File: config.mk
export PLATFORM = sky130hd
export DESIGN_NAME = pipelined_cla_adder_flat
export DESIGN_NICKNAME = d
export VERILOG_FILES = /design/src/rtl/pipelined_cla_adder_if.sv /design/src/rtl/pipelined_cla_adder.sv /design/src/flat_wrapper.sv
export SDC_FILE = /design/constraint.sdc
export NUM_CORES = 1
export LEC_CHECK = 0
export ABC_AREA = 0
export CORE_MARGIN = 2
export CORE_UTILIZATION = 53
export CTS_BUF_LIST = sky130_fd_sc_hd__clkbuf_8
export DETAILED_ROUTE_END_ITERATION = 6
export GPL_TIMING_DRIVEN = 0
export PLACE_DENSITY = 0.77
export SLEW_MARGIN = 25
export SYNTH_ARGS = -nofsm -noshare
export SYNTH_HDL_FRONTEND = slang
export SYNTH_SLANG_ARGS = --single-unit
File: constraint.sdc
create_clock -name clk -period 8.38 [get_ports clk]
set_input_delay 2.095 -clock clk [delete_from_list [all_inputs] [get_ports clk]]
set_output_delay 2.095 -clock clk [all_outputs]
set_load 0.01 [all_outputs]
File: src/rtl/pipelined_cla_adder_if.sv
// pipelined_cla_adder_if: operand/result valid-ready bus between fetch, the adder and writeback.
interface pipelined_cla_adder_if #(
   parameter int NBITS = 32
);
   logic             in_valid, in_ready, cin, sub;
   logic [NBITS-1:0] a_in, b_in, sum;
   logic             out_valid, out_ready, cout, ovf, zero;
   modport master (
      output in_valid, a_in, b_in, cin, sub, out_ready,
      input  in_ready, out_valid, sum, cout, ovf, zero
   );
   modport slave (
      input  in_valid, a_in, b_in, cin, sub, out_ready,
      output in_ready, out_valid, sum, cout, ovf, zero
   );
endinterface

File: src/rtl/pipelined_cla_adder.sv
// pipelined_cla_adder: NBITS adder/subtractor built from BLOCK-bit lookahead slices, one slice per
// pipeline stage, carry registered between stages, whole-pipe stall on output back-pressure.
module pipelined_cla_adder #(
   parameter int NBITS = 32,
   parameter int BLOCK = 8
) (
   input logic                  clk,
   input logic                  rst,
   pipelined_cla_adder_if.slave bus
);
   localparam int STAGES = NBITS / BLOCK;
   if (NBITS % BLOCK != 0) begin : g_bad_split
      $error("NBITS must be a multiple of BLOCK");
   end
   logic              advance, ld, ovf_q, ovf_d, zero_q, zero_d;
   logic [STAGES-1:0] v_q, v_d, c_q, c_d, vi, ci;
   logic [NBITS-1:0]  a_q [STAGES], a_d [STAGES], b_q [STAGES], b_d [STAGES];
   logic [NBITS-1:0]  s_q [STAGES], s_d [STAGES], ai [STAGES], bi [STAGES], si [STAGES];
   logic [NBITS-1:0]  sn;
   logic [BLOCK-1:0]  p, g;
   logic [BLOCK:0]    cr;
   // Every carry is a flat sum of generate/propagate products, so no carry waits on its neighbour.
   function automatic logic [BLOCK:0] carries(input logic [BLOCK-1:0] pp, gg, input logic c0);
      logic [BLOCK:0] c;
      logic           t;
      c = '0;
      t = 1'b0;
      c[0] = c0;
      for (int i = 0; i < BLOCK; i++) begin
         c[i+1] = c0;
         for (int j = 0; j <= i; j++) c[i+1] = c[i+1] & pp[j];
         for (int j = 0; j <= i; j++) begin
            t = gg[j];
            for (int k = j + 1; k <= i; k++) t = t & pp[k];
            c[i+1] = c[i+1] | t;
         end
      end
      return c;
   endfunction
   always_comb begin
      advance = !v_q[STAGES-1] | bus.out_ready;
      vi = '0;
      ci = '0;
      vi[0] = bus.in_valid;
      ci[0] = bus.sub | bus.cin;
      ai[0] = bus.a_in;
      bi[0] = bus.sub ? ~bus.b_in : bus.b_in;
      si[0] = '0;
      for (int k = 1; k < STAGES; k++) begin
         vi[k] = v_q[k-1];
         ci[k] = c_q[k-1];
         ai[k] = a_q[k-1];
         bi[k] = b_q[k-1];
         si[k] = s_q[k-1];
      end
      v_d = advance ? vi : v_q;
      p = '0;
      g = '0;
      cr = '0;
      sn = '0;
      ld = 1'b0;
      // Data registers only load real beats, so outputs keep their last value across bubbles.
      for (int k = 0; k < STAGES; k++) begin
         p = ai[k][k*BLOCK +: BLOCK] ^ bi[k][k*BLOCK +: BLOCK];
         g = ai[k][k*BLOCK +: BLOCK] & bi[k][k*BLOCK +: BLOCK];
         cr = carries(p, g, ci[k]);
         sn = si[k];
         sn[k*BLOCK +: BLOCK] = p ^ cr[BLOCK-1:0];
         ld = advance & vi[k];
         a_d[k] = ld ? ai[k] : a_q[k];
         b_d[k] = ld ? bi[k] : b_q[k];
         s_d[k] = ld ? sn : s_q[k];
         c_d[k] = ld ? cr[BLOCK] : c_q[k];
      end
      ovf_d = ld ? cr[BLOCK] ^ cr[BLOCK-1] : ovf_q;
      zero_d = ld ? ~|sn : zero_q;
   end
   always_ff @(posedge clk or posedge rst) begin
      if (rst) begin
         v_q <= '0;
         c_q <= '0;
         ovf_q <= 1'b0;
         zero_q <= 1'b0;
         for (int k = 0; k < STAGES; k++) begin
            a_q[k] <= '0;
            b_q[k] <= '0;
            s_q[k] <= '0;
         end
      end else begin
         v_q <= v_d;
         c_q <= c_d;
         ovf_q <= ovf_d;
         zero_q <= zero_d;
         for (int k = 0; k < STAGES; k++) begin
            a_q[k] <= a_d[k];
            b_q[k] <= b_d[k];
            s_q[k] <= s_d[k];
         end
      end
   end
   assign bus.in_ready = advance;
   assign bus.out_valid = v_q[STAGES-1];
   assign bus.sum = s_q[STAGES-1];
   assign bus.cout = c_q[STAGES-1];
   assign bus.ovf = ovf_q;
   assign bus.zero = zero_q;
endmodule

File: src/flat_wrapper.sv
// flat-port wrapper written by rule: the top's interface ports become plain ports
module pipelined_cla_adder_flat 
#(
   parameter int NBITS = 32,
   parameter int BLOCK = 8
)
  (clk, rst, bus_in_valid, bus_a_in, bus_b_in, bus_cin, bus_sub, bus_out_ready, bus_in_ready, bus_out_valid, bus_sum, bus_cout, bus_ovf, bus_zero);
  pipelined_cla_adder_if #(.NBITS(NBITS)) bus_i ();
  input logic clk;
  input logic rst;
  input wire logic [$bits(bus_i.in_valid)-1:0] bus_in_valid;
  input wire logic [$bits(bus_i.a_in)-1:0] bus_a_in;
  input wire logic [$bits(bus_i.b_in)-1:0] bus_b_in;
  input wire logic [$bits(bus_i.cin)-1:0] bus_cin;
  input wire logic [$bits(bus_i.sub)-1:0] bus_sub;
  input wire logic [$bits(bus_i.out_ready)-1:0] bus_out_ready;
  output wire logic [$bits(bus_i.in_ready)-1:0] bus_in_ready;
  output wire logic [$bits(bus_i.out_valid)-1:0] bus_out_valid;
  output wire logic [$bits(bus_i.sum)-1:0] bus_sum;
  output wire logic [$bits(bus_i.cout)-1:0] bus_cout;
  output wire logic [$bits(bus_i.ovf)-1:0] bus_ovf;
  output wire logic [$bits(bus_i.zero)-1:0] bus_zero;
  assign bus_i.in_valid = bus_in_valid;
  assign bus_i.a_in = bus_a_in;
  assign bus_i.b_in = bus_b_in;
  assign bus_i.cin = bus_cin;
  assign bus_i.sub = bus_sub;
  assign bus_i.out_ready = bus_out_ready;
  assign bus_in_ready = bus_i.in_ready;
  assign bus_out_valid = bus_i.out_valid;
  assign bus_sum = bus_i.sum;
  assign bus_cout = bus_i.cout;
  assign bus_ovf = bus_i.ovf;
  assign bus_zero = bus_i.zero;
  pipelined_cla_adder #(.NBITS(NBITS), .BLOCK(BLOCK)) u_core (.clk(clk), .rst(rst), .bus(bus_i));
endmodule
---- Yosys cells after proc, flatten, opt, wreduce, memory -nomap -nowiden ----
Cells that the tools add are included.
word-level totals
  output and inout bits ................... 37
  register bits ........................... 282
operators by class
  reductions and logical operators ........ 3
  mux-type cells .......................... 1
  bitwise logic cells ..................... 308
operators by type and width
  kind                 count
  1-bit bitwise AND    148
  1-bit bitwise OR     146
  8-bit XOR            8
  8-bit bitwise AND    4
  32-bit 2-to-1 mux    1
  32-bit inverter      1
  32-bit OR reduction  1
  1-bit zero test      2
  1-bit XOR            1

---- Depth between registers and ports, before layout ----
Gate-level depths: netlist of run 1.
  depth in word-level cells ............... 19
  depth in mapped cells ................... 11
  depth with buffers taken out ............ 9

---- Worst setup path after synthesis of run 1 ----
No wires, ideal clock.
  path type ............................... input -> output
  start ................................... input port bus_out_ready
  end ..................................... output port bus_in_ready
  path slack .............................. 3837 ps
  cell stages on the path ................. 2
  buffers on the path ..................... 1
  data arrival time ....................... 2448 ps
  path through ............................ nand2b_1 buf_2
on the way
  word-level cells in the longest chain between the ends .. 1
RTL lines
  element             line                       RTL
  start: declaration  flat_wrapper.sv:16         input wire logic [$bits(bus_i.out_ready)-1:0] bus_out_ready;
  1-bit bitwise OR    pipelined_cla_adder.sv:41  advance = !v_q[STAGES-1] | bus.out_ready;
  end: declaration    flat_wrapper.sv:17         output wire logic [$bits(bus_i.in_ready)-1:0] bus_in_ready;
No other way between the ends.

---- Worst setup path in the final report of run 1 ----
Ends and elaborated chain as after synthesis.

==> results of run 1 <==
==> layer usage <==
| layer | vias up | part of all wire (%) |
|---|---|---|
| met5 | - | 0 |
| met4 | 0 | 1.7 |
| met3 | 26 | 3.5 |
| met2 | 114 | 50 |
| met1 | 2655 | 45 |
| li1 | 2587 | - |
==> layout by cell type (no fill, tap or decap), drive strengths merged, types with 5 or more instances in the layout <==
master	netlist	final
a21oi	22	22
buf	42	44
clkbuf	19	39
clkdlybuf4s50	0	105
clkinv	0	5
dfrtp	186	186
ha	36	36
inv	12	14
mux2	126	126
nand2	66	66
nand3	5	5
nor2	8	8
nor3	5	5
nor4	6	6
o21a	6	6
o21ai	54	54
xnor2	40	40
xor2	16	16
==> layout make-up <==
| class | instances | area share [%] |
|---|---|---|
| multi-input cells | 425 | 33.60 |
| clock inverters | 12 | 1.415 |
| repair buffers | 107 | 10.69 |
| plain buffers | 61 | 3.508 |
| inverters | 12 | 0.5080 |
| flip-flops and latches | 186 | 45.00 |
| well taps | 216 | 2.613 |
| clock buffers | 20 | 2.661 |
==> path summary, 6_finish.rpt <==
kind / start / end / slack (ps) / cells past startpoint
worst max register to register: u_core.b_q[80]$_DFFE_PP0P_ / u_core.s_q[55]$_DFFE_PP0P_ / 6070 / 8
worst max-delay path: bus_out_ready / bus_in_ready / 2600 / 4
max in group asynchronous: rst / u_core.a_q[119]$_DFFE_PP0P_ / 5370 / 4
worst min-delay path: u_core.s_q[103]$_DFFE_PP0P_ / u_core.s_q[103]$_DFFE_PP0P_ / 480 / 2
min in group asynchronous: rst / u_core.bus.sum[3]$_DFFE_PP0P_ / 2000 / 2
worst min register to register: u_core.s_q[103]$_DFFE_PP0P_ / u_core.s_q[103]$_DFFE_PP0P_ / 480 / 2
==> flip-flops by register name, summed over array words and instances, names as in the netlist <==
register,count
u_core.c_q,4
u_core.bus.ovf,1
u_core.a_q,48
u_core.s_q,48
u_core.b_q,48
u_core.v_q,4
u_core.bus.zero,1
u_core.bus.sum,32
==> cells by family (layout without fill, tap and decap cells) <==
| family | Yosys count | after routing |
|---|---|---|
| DFF | 186 | 186 |
| muxes | 126 | 126 |
| and+or+nand+nor | 104 | 104 |
| AOI/OAI and AO/OA | 99 | 99 |
| buffers and inverters | 73 | 212 |
| xor gates and xnor gates | 56 | 56 |
| adders and majority gates | 40 | 40 |
==> power by group through the flow <==
| stage | logic, mW | registers (mW) | clock network, mW |
|---|---|---|---|
| floorplan | 1.22 | 1.47 | 0 |
| global placement | 1.60 | 1.55 | 0 |
| CTS | 1.70 | 1.56 | 0.636 |
| detailed placement | 1.69 | 1.58 | 0 |
| finish | 1.68 | 1.56 | 0.623 |
| global route | 1.84 | 1.61 | 0.671 |
==> tightest hold or removal path: stages (launching register included) <==
cell	delay [ps]
dfrtp_1	350
nand2_1	50
o21ai_0	60
==> cell usage after synthesis, types with 2 or more instances <==
cell      count  share of area, %
buf_2         8              0.47
inv_1        12              0.53
nor3_2        2              0.23
or2_2         4              0.29
o211ai_1      4              0.35
fa_1          4              0.94
nand2b_1      2              0.15
a211oi_1      3              0.26
o31ai_1       3              0.26
a21oi_1      22               1.3
a21o_1        2              0.18
nor4_1        6              0.44
ha_1         36               5.3
nand2_1      66               2.9
xor2_1       16               1.6
nor3_1        3              0.18
xnor2_1      40               4.1
mux2_2      126                17
dfrtp_1     186                55
buf_4        33               2.9
nand4_1       2              0.15
nor2_1        8              0.35
and3_1        3              0.22
o21ai_0      53               3.1
a22o_1        2              0.21
clkbuf_1     19              0.84
o21a_1        6              0.53
nand3_1       5              0.29
==> metrics, run 1 <==
Die ar.=17140 um^2; First DRT Iteration DRCs=300; library cells used by synthesis=36; Synth Area in Simple Gates=5.437%; Final Total Pwr=around 3.9 mW; maximum vdd ir drop=0.1640 mV; Seq/Total Area, Yosys=between 50% and 60%; RSZ-0062 raised after global routing=no; clock share of power=approximately 16%; Register Area=4654 um^2; met2 Track Usage GR=between 30 and 40%; Synth async-reset ratio=100.0%; CP cell instances=clkdlybuf4s50_1, nand2b_1, buf_2, clkdlybuf4s50_1; Final Hold Viols=0; post-synthesis cell area=8538 um^2; core area=around 16000 um^2; NetSw=roughly 1.3 mW; TNS Setup=0 ps; Leak=between 4 and 5 nW; Worst Path Class, Setup=in2out; Critical path buffers and inverters=3; Post-route DRC=0; WP data arrival=around 3700 ps; adder-cell share of the synthesized area=slightly above 6%; CTS Root Cell=clkbuf_8; crit end category=primary output; slowest stage delay, CP=~580 ps; initial core utilization=53.94%; DP HPWL=between 10000 and 15000 um; antenna fix cells=0; Worst path top cell family by delay=buffers and inverters; Reg clk slew, reported paths=~90 ps; status=completed; crit share post-route=68.94%; Syn Inst Count=a little under 700; vias in the first global route=between 5k and 6k; CP Launch Type=primary input; worst-path fanout max=10; Post-CTS Setup Repair Bufs=0; Post-Layout Inst Area=between 10000 and 15000 um^2; placed insts=~1.0k; leading register cell type out of synthesis=dfrtp_1; cell mode on critical path=clkdlybuf4s50_1; Tightest Pin Transition=approximately 700 ps; final core utilization=65.35%; worst hold slack=between 400 and 500 ps; Antenna Nets Post-Route=0; met1 GRT Util=a little over a quarter; total grt overflow=0; drt total wl=between 15000 and 20000 um; final non-filler cell total=roughly 1.0k; minimum clock period=approximately 5800 ps; initial antenna violation count=0; mux share of post-synthesis cell area=between 10% and 20%; Flop pwr share=between 40% and 50%; share of cells above drive strength 1=around a quarter; Via Count=5382; slowest CP cell=clkdlybuf4s50_1; CTS max path bufs=2; largest net degree at the start of global routing=81; Final setup violation count=0; routed len/inst=approximately 16 um; Pre-antenna DRT Iters=6; compound-cell area share of the yosys netlist=6.697%; I/O Pins=107; Hold WC Path Type=reg2reg; Required @ worst endpoint=between 6000 and 7000 ps; Fmax=roughly 170 MHz; Synth Net Count=794; max-slew violation count=0; routed vias/inst=around 5.2; switching part of the total=around a third; busiest grt layer=met2; GR Util All Layers=around a fifth; Rel. slew slack=about 53%; Placer Congestion=about 0.86; largest family of logic cells by synthesized area=multiplexers; Syn Area/Cell=around 12 um^2; H-tree depth=4; max-capacitance violation count=0; clock sink total=approximately 190; Post-synth EDFFs=0; post-place setup slack=2627 ps; Die W=130.9 um; Synth Area in XOR/XNOR=roughly 5.7%; Die Y-Extent=roughly 130 um; internal power component=2.539 mW; dpl cell area=9922 um^2; Comb pwr share=between 40% and 50%; Fillers=roughly 1.2k; Area Overhead vs Synth=21.15%; GR Util met3=between 3 and 4%; first-pass GRT wire length=approximately 27000 um; PortBufs=about 110; Rows=46; Seq cells post-synth=186; pwr dens=373.9 nW/um^2; Final #Nets=920; clock buffer count from CTS=17; Synth warnings=0; Clock Latency Late Sink=between 400 and 500 ps; multi-input combinational cell area=between 3000 and 4000 um^2; CTS tree=built; clk_skew=approximately 9.4 ps; Post-CTS Resized=0; min setup slack post-route=2603 ps; Post-CTS Hold Fix Bufs=0
Power figures use the tool's default switching activity.
==> run 2, diff against run 1 <==
==> constraint.sdc (replaced) <==
create_clock -name clk -period 5.9 [get_ports clk]
set_input_delay 1.475 -clock clk [delete_from_list [all_inputs] [get_ports clk]]
set_output_delay 1.475 -clock clk [all_outputs]
set_load 0.01 [all_outputs]
==> metrics, run 2 (synthesis results as in run 1) <==
status=completed; switching part of the total=approximately a third; met2 Track Usage GR=34.87%; core area=~16000 um^2; R2R Setup Slk=between 3000 and 4000 ps; first-pass GRT wire length=~28000 um; Clock Latency Late Sink=~460 ps; vias in the first global route=around 5.5k; drt total wl=about 17000 um; Rel. slew slack=between 50% and 60%; antenna fix cells=0; Post-CTS Hold Fix Bufs=0; pwr dens=around 520 nW/um^2; GR Util met3=about 4.1%; Reg clk slew, reported paths=80 ps; WP data arrival=a little over 3000 ps; Required @ worst endpoint=4430 ps; internal power component=about 3.5 mW; most common cell after layout, fill and taps aside=dfrtp_1; placed insts=roughly 1.0k; Final setup violation count=0; CTS tree=built; I/O Pins=approximately 110; max-capacitance violation count=0; Post-CTS Setup Repair Bufs=0; clk_skew=roughly 11 ps; final non-filler cell total=between 1k and 1.5k; clock share of power=between 10 and 15%; routed len/inst=between 15 and 20 um; TNS Setup=0 ps; initial core utilization=53.94%; worst r2r path cells=8; H-tree depth=4; Worst setup endpoint=bus_in_ready; Final Hold Viols=0; routed vias/inst=5.225; Via Count=around 5.4k; clock sink total=between 150 and 200; CTS max path bufs=2; Post-CTS Resized=0; Leak=4.615 nW; Critical R2R Launch=u_core.b_q[56]$_DFFE_PP0P_; PortBufs=about 110; CTS Root Cell=clkbuf_8; largest net degree at the start of global routing=36; Comb pwr share=~45%; Placer Congestion=approximately 0.85; Largest regs=u_core.a_q x48, u_core.b_q x48, u_core.s_q x48; initial antenna violation count=0; maximum vdd ir drop=between 0.2 and 0.25 mV; slowest stage delay, CP=~600 ps; minimum clock period=roughly 4600 ps; Area Overhead vs Synth=21.18%; CP cell instances=clkdlybuf4s50_1, nand2b_1, buf_2, clkdlybuf4s50_1; clock buffer count from CTS=17; Die W=130.9 um; Fmax=between 200 and 250 MHz; most frequent cells in the layout=dfrtp_1 (186), mux2_2 (126), clkdlybuf4s50_1 (105); Final #Nets=approximately 920; Tightest Pin Transition=between 600 and 700 ps; CP Launch Type=primary input; Pre-antenna DRT Iters=4; critical path depth in cells=4; RR Endpoint=u_core.bus.zero$_DFFE_PP0P_; Critical path buffers and inverters=3; worst setup path start=bus_out_ready; Rows=46; RSZ-0062 raised after global routing=no; Hold WC Path Type=reg2reg; First DRT Iteration DRCs=222; Worst path top cell family by delay=buffers and inverters; Post-route DRC=0; crit share post-route=just under 80%; share of cells above drive strength 1=25.45%; met1 GRT Util=between 20 and 30%; Fillers=between 1k and 1.5k; DP HPWL=13300 um; crit end category=primary output; Worst Path Class, Setup=in2out; NetSw=~1.9 mW; GR Util All Layers=21.17%; max-slew violation count=0; busiest grt layer=met2; slowest CP cell=clkdlybuf4s50_1; Flop pwr share=41.2%; Die Y-Extent=approximately 130 um; Die ar.=17140 um^2; cell mode on critical path=clkdlybuf4s50_1; worst-path fanout max=10; Antenna Nets Post-Route=0; total grt overflow=0
[run 2: changes by cell type in the layout (fill, tap and decap cells not counted)]
cell	change
inv_6	-1
bufinv_16	-2
buf_12	+5
inv_8	-1
inv_1	+2
buf_16	-1
clkinv_2	-1
clkinvlp_4	+1
[run 2: worst reg2reg max path, stage by stage (launching register included)]
cell      delay [ps]
dfrtp_1          420
ha_1             300
ha_1             180
o21ai_2           80
a211oi_2         420
a311oi_2         170
xnor2_1          170
nor4_1           310
a22o_1           160
[run 2: layer usage]
layer  share of wire [%]  routed length, um  up-vias
met5                   0                  0        -
met4                 2.5                419        0
met3                 4.4                736       32
met2                  49               8142      136
met1                  44               7401     2688
li1                    -                  -     2583
[run 2: how the worst min path moves through the flow]
stage / from / to / slack (ps) / cells after the start
after global placement: u_core.b_q[117]$_DFFE_PP0P_ / u_core.b_q[117]$_DFFE_PP0P_ / 460 / 2
after global routing: u_core.b_q[117]$_DFFE_PP0P_ / u_core.b_q[117]$_DFFE_PP0P_ / 510 / 2
final: u_core.b_q[122]$_DFFE_PP0P_ / u_core.b_q[122]$_DFFE_PP0P_ / 480 / 2
after detailed placement: u_core.b_q[122]$_DFFE_PP0P_ / u_core.b_q[122]$_DFFE_PP0P_ / 470 / 2
after CTS: u_core.b_q[122]$_DFFE_PP0P_ / u_core.b_q[122]$_DFFE_PP0P_ / 480 / 2
after floorplan: u_core.s_q[102]$_DFFE_PP0P_ / u_core.s_q[102]$_DFFE_PP0P_ / 440 / 2
[run 2: area by class of cell]
class / count / area [um^2] / share of cell area [%]
Sequential cell: 186 / 4654 / 44.99
Multi-Input combinational cell: 425 / 3476 / 33.60
Timing Repair Buffer: 111 / 1179 / 11.39
Buffer: 61 / 362.8 / 3.507
Clock buffer: 20 / 275.3 / 2.661
Tap cell: 216 / 270.3 / 2.612
Clock inverter: 10 / 80.08 / 0.7740
Inverter: 12 / 48.80 / 0.4716
[run 2: stage by stage]
stage	power (mW)	area [um^2]	utilization (%)	hold slack, ps	setup WS, ps
2_1_floorplan	3.829	8542	-	444.6	2032
5_1_grt	5.769	10350	65.37	508.5	1271
3_3_place_gp	4.479	9863	62.32	461.2	791.4
3_5_place_dp	4.644	9991	63.12	466.0	1335
6_report	5.384	10350	65.37	475.9	1322
4_1_cts	5.421	10350	65.37	484.1	1329
[run 2: power by group through the flow]
stage / combinational, mW / sequential [mW] / clock, mW
after global routing: 2.64 / 2.29 / 0.843
after global placement: 2.28 / 2.20 / 0
final: 2.39 / 2.22 / 0.774
after detailed placement: 2.40 / 2.24 / 0
after CTS: 2.41 / 2.22 / 0.795
after floorplan: 1.74 / 2.09 / 0
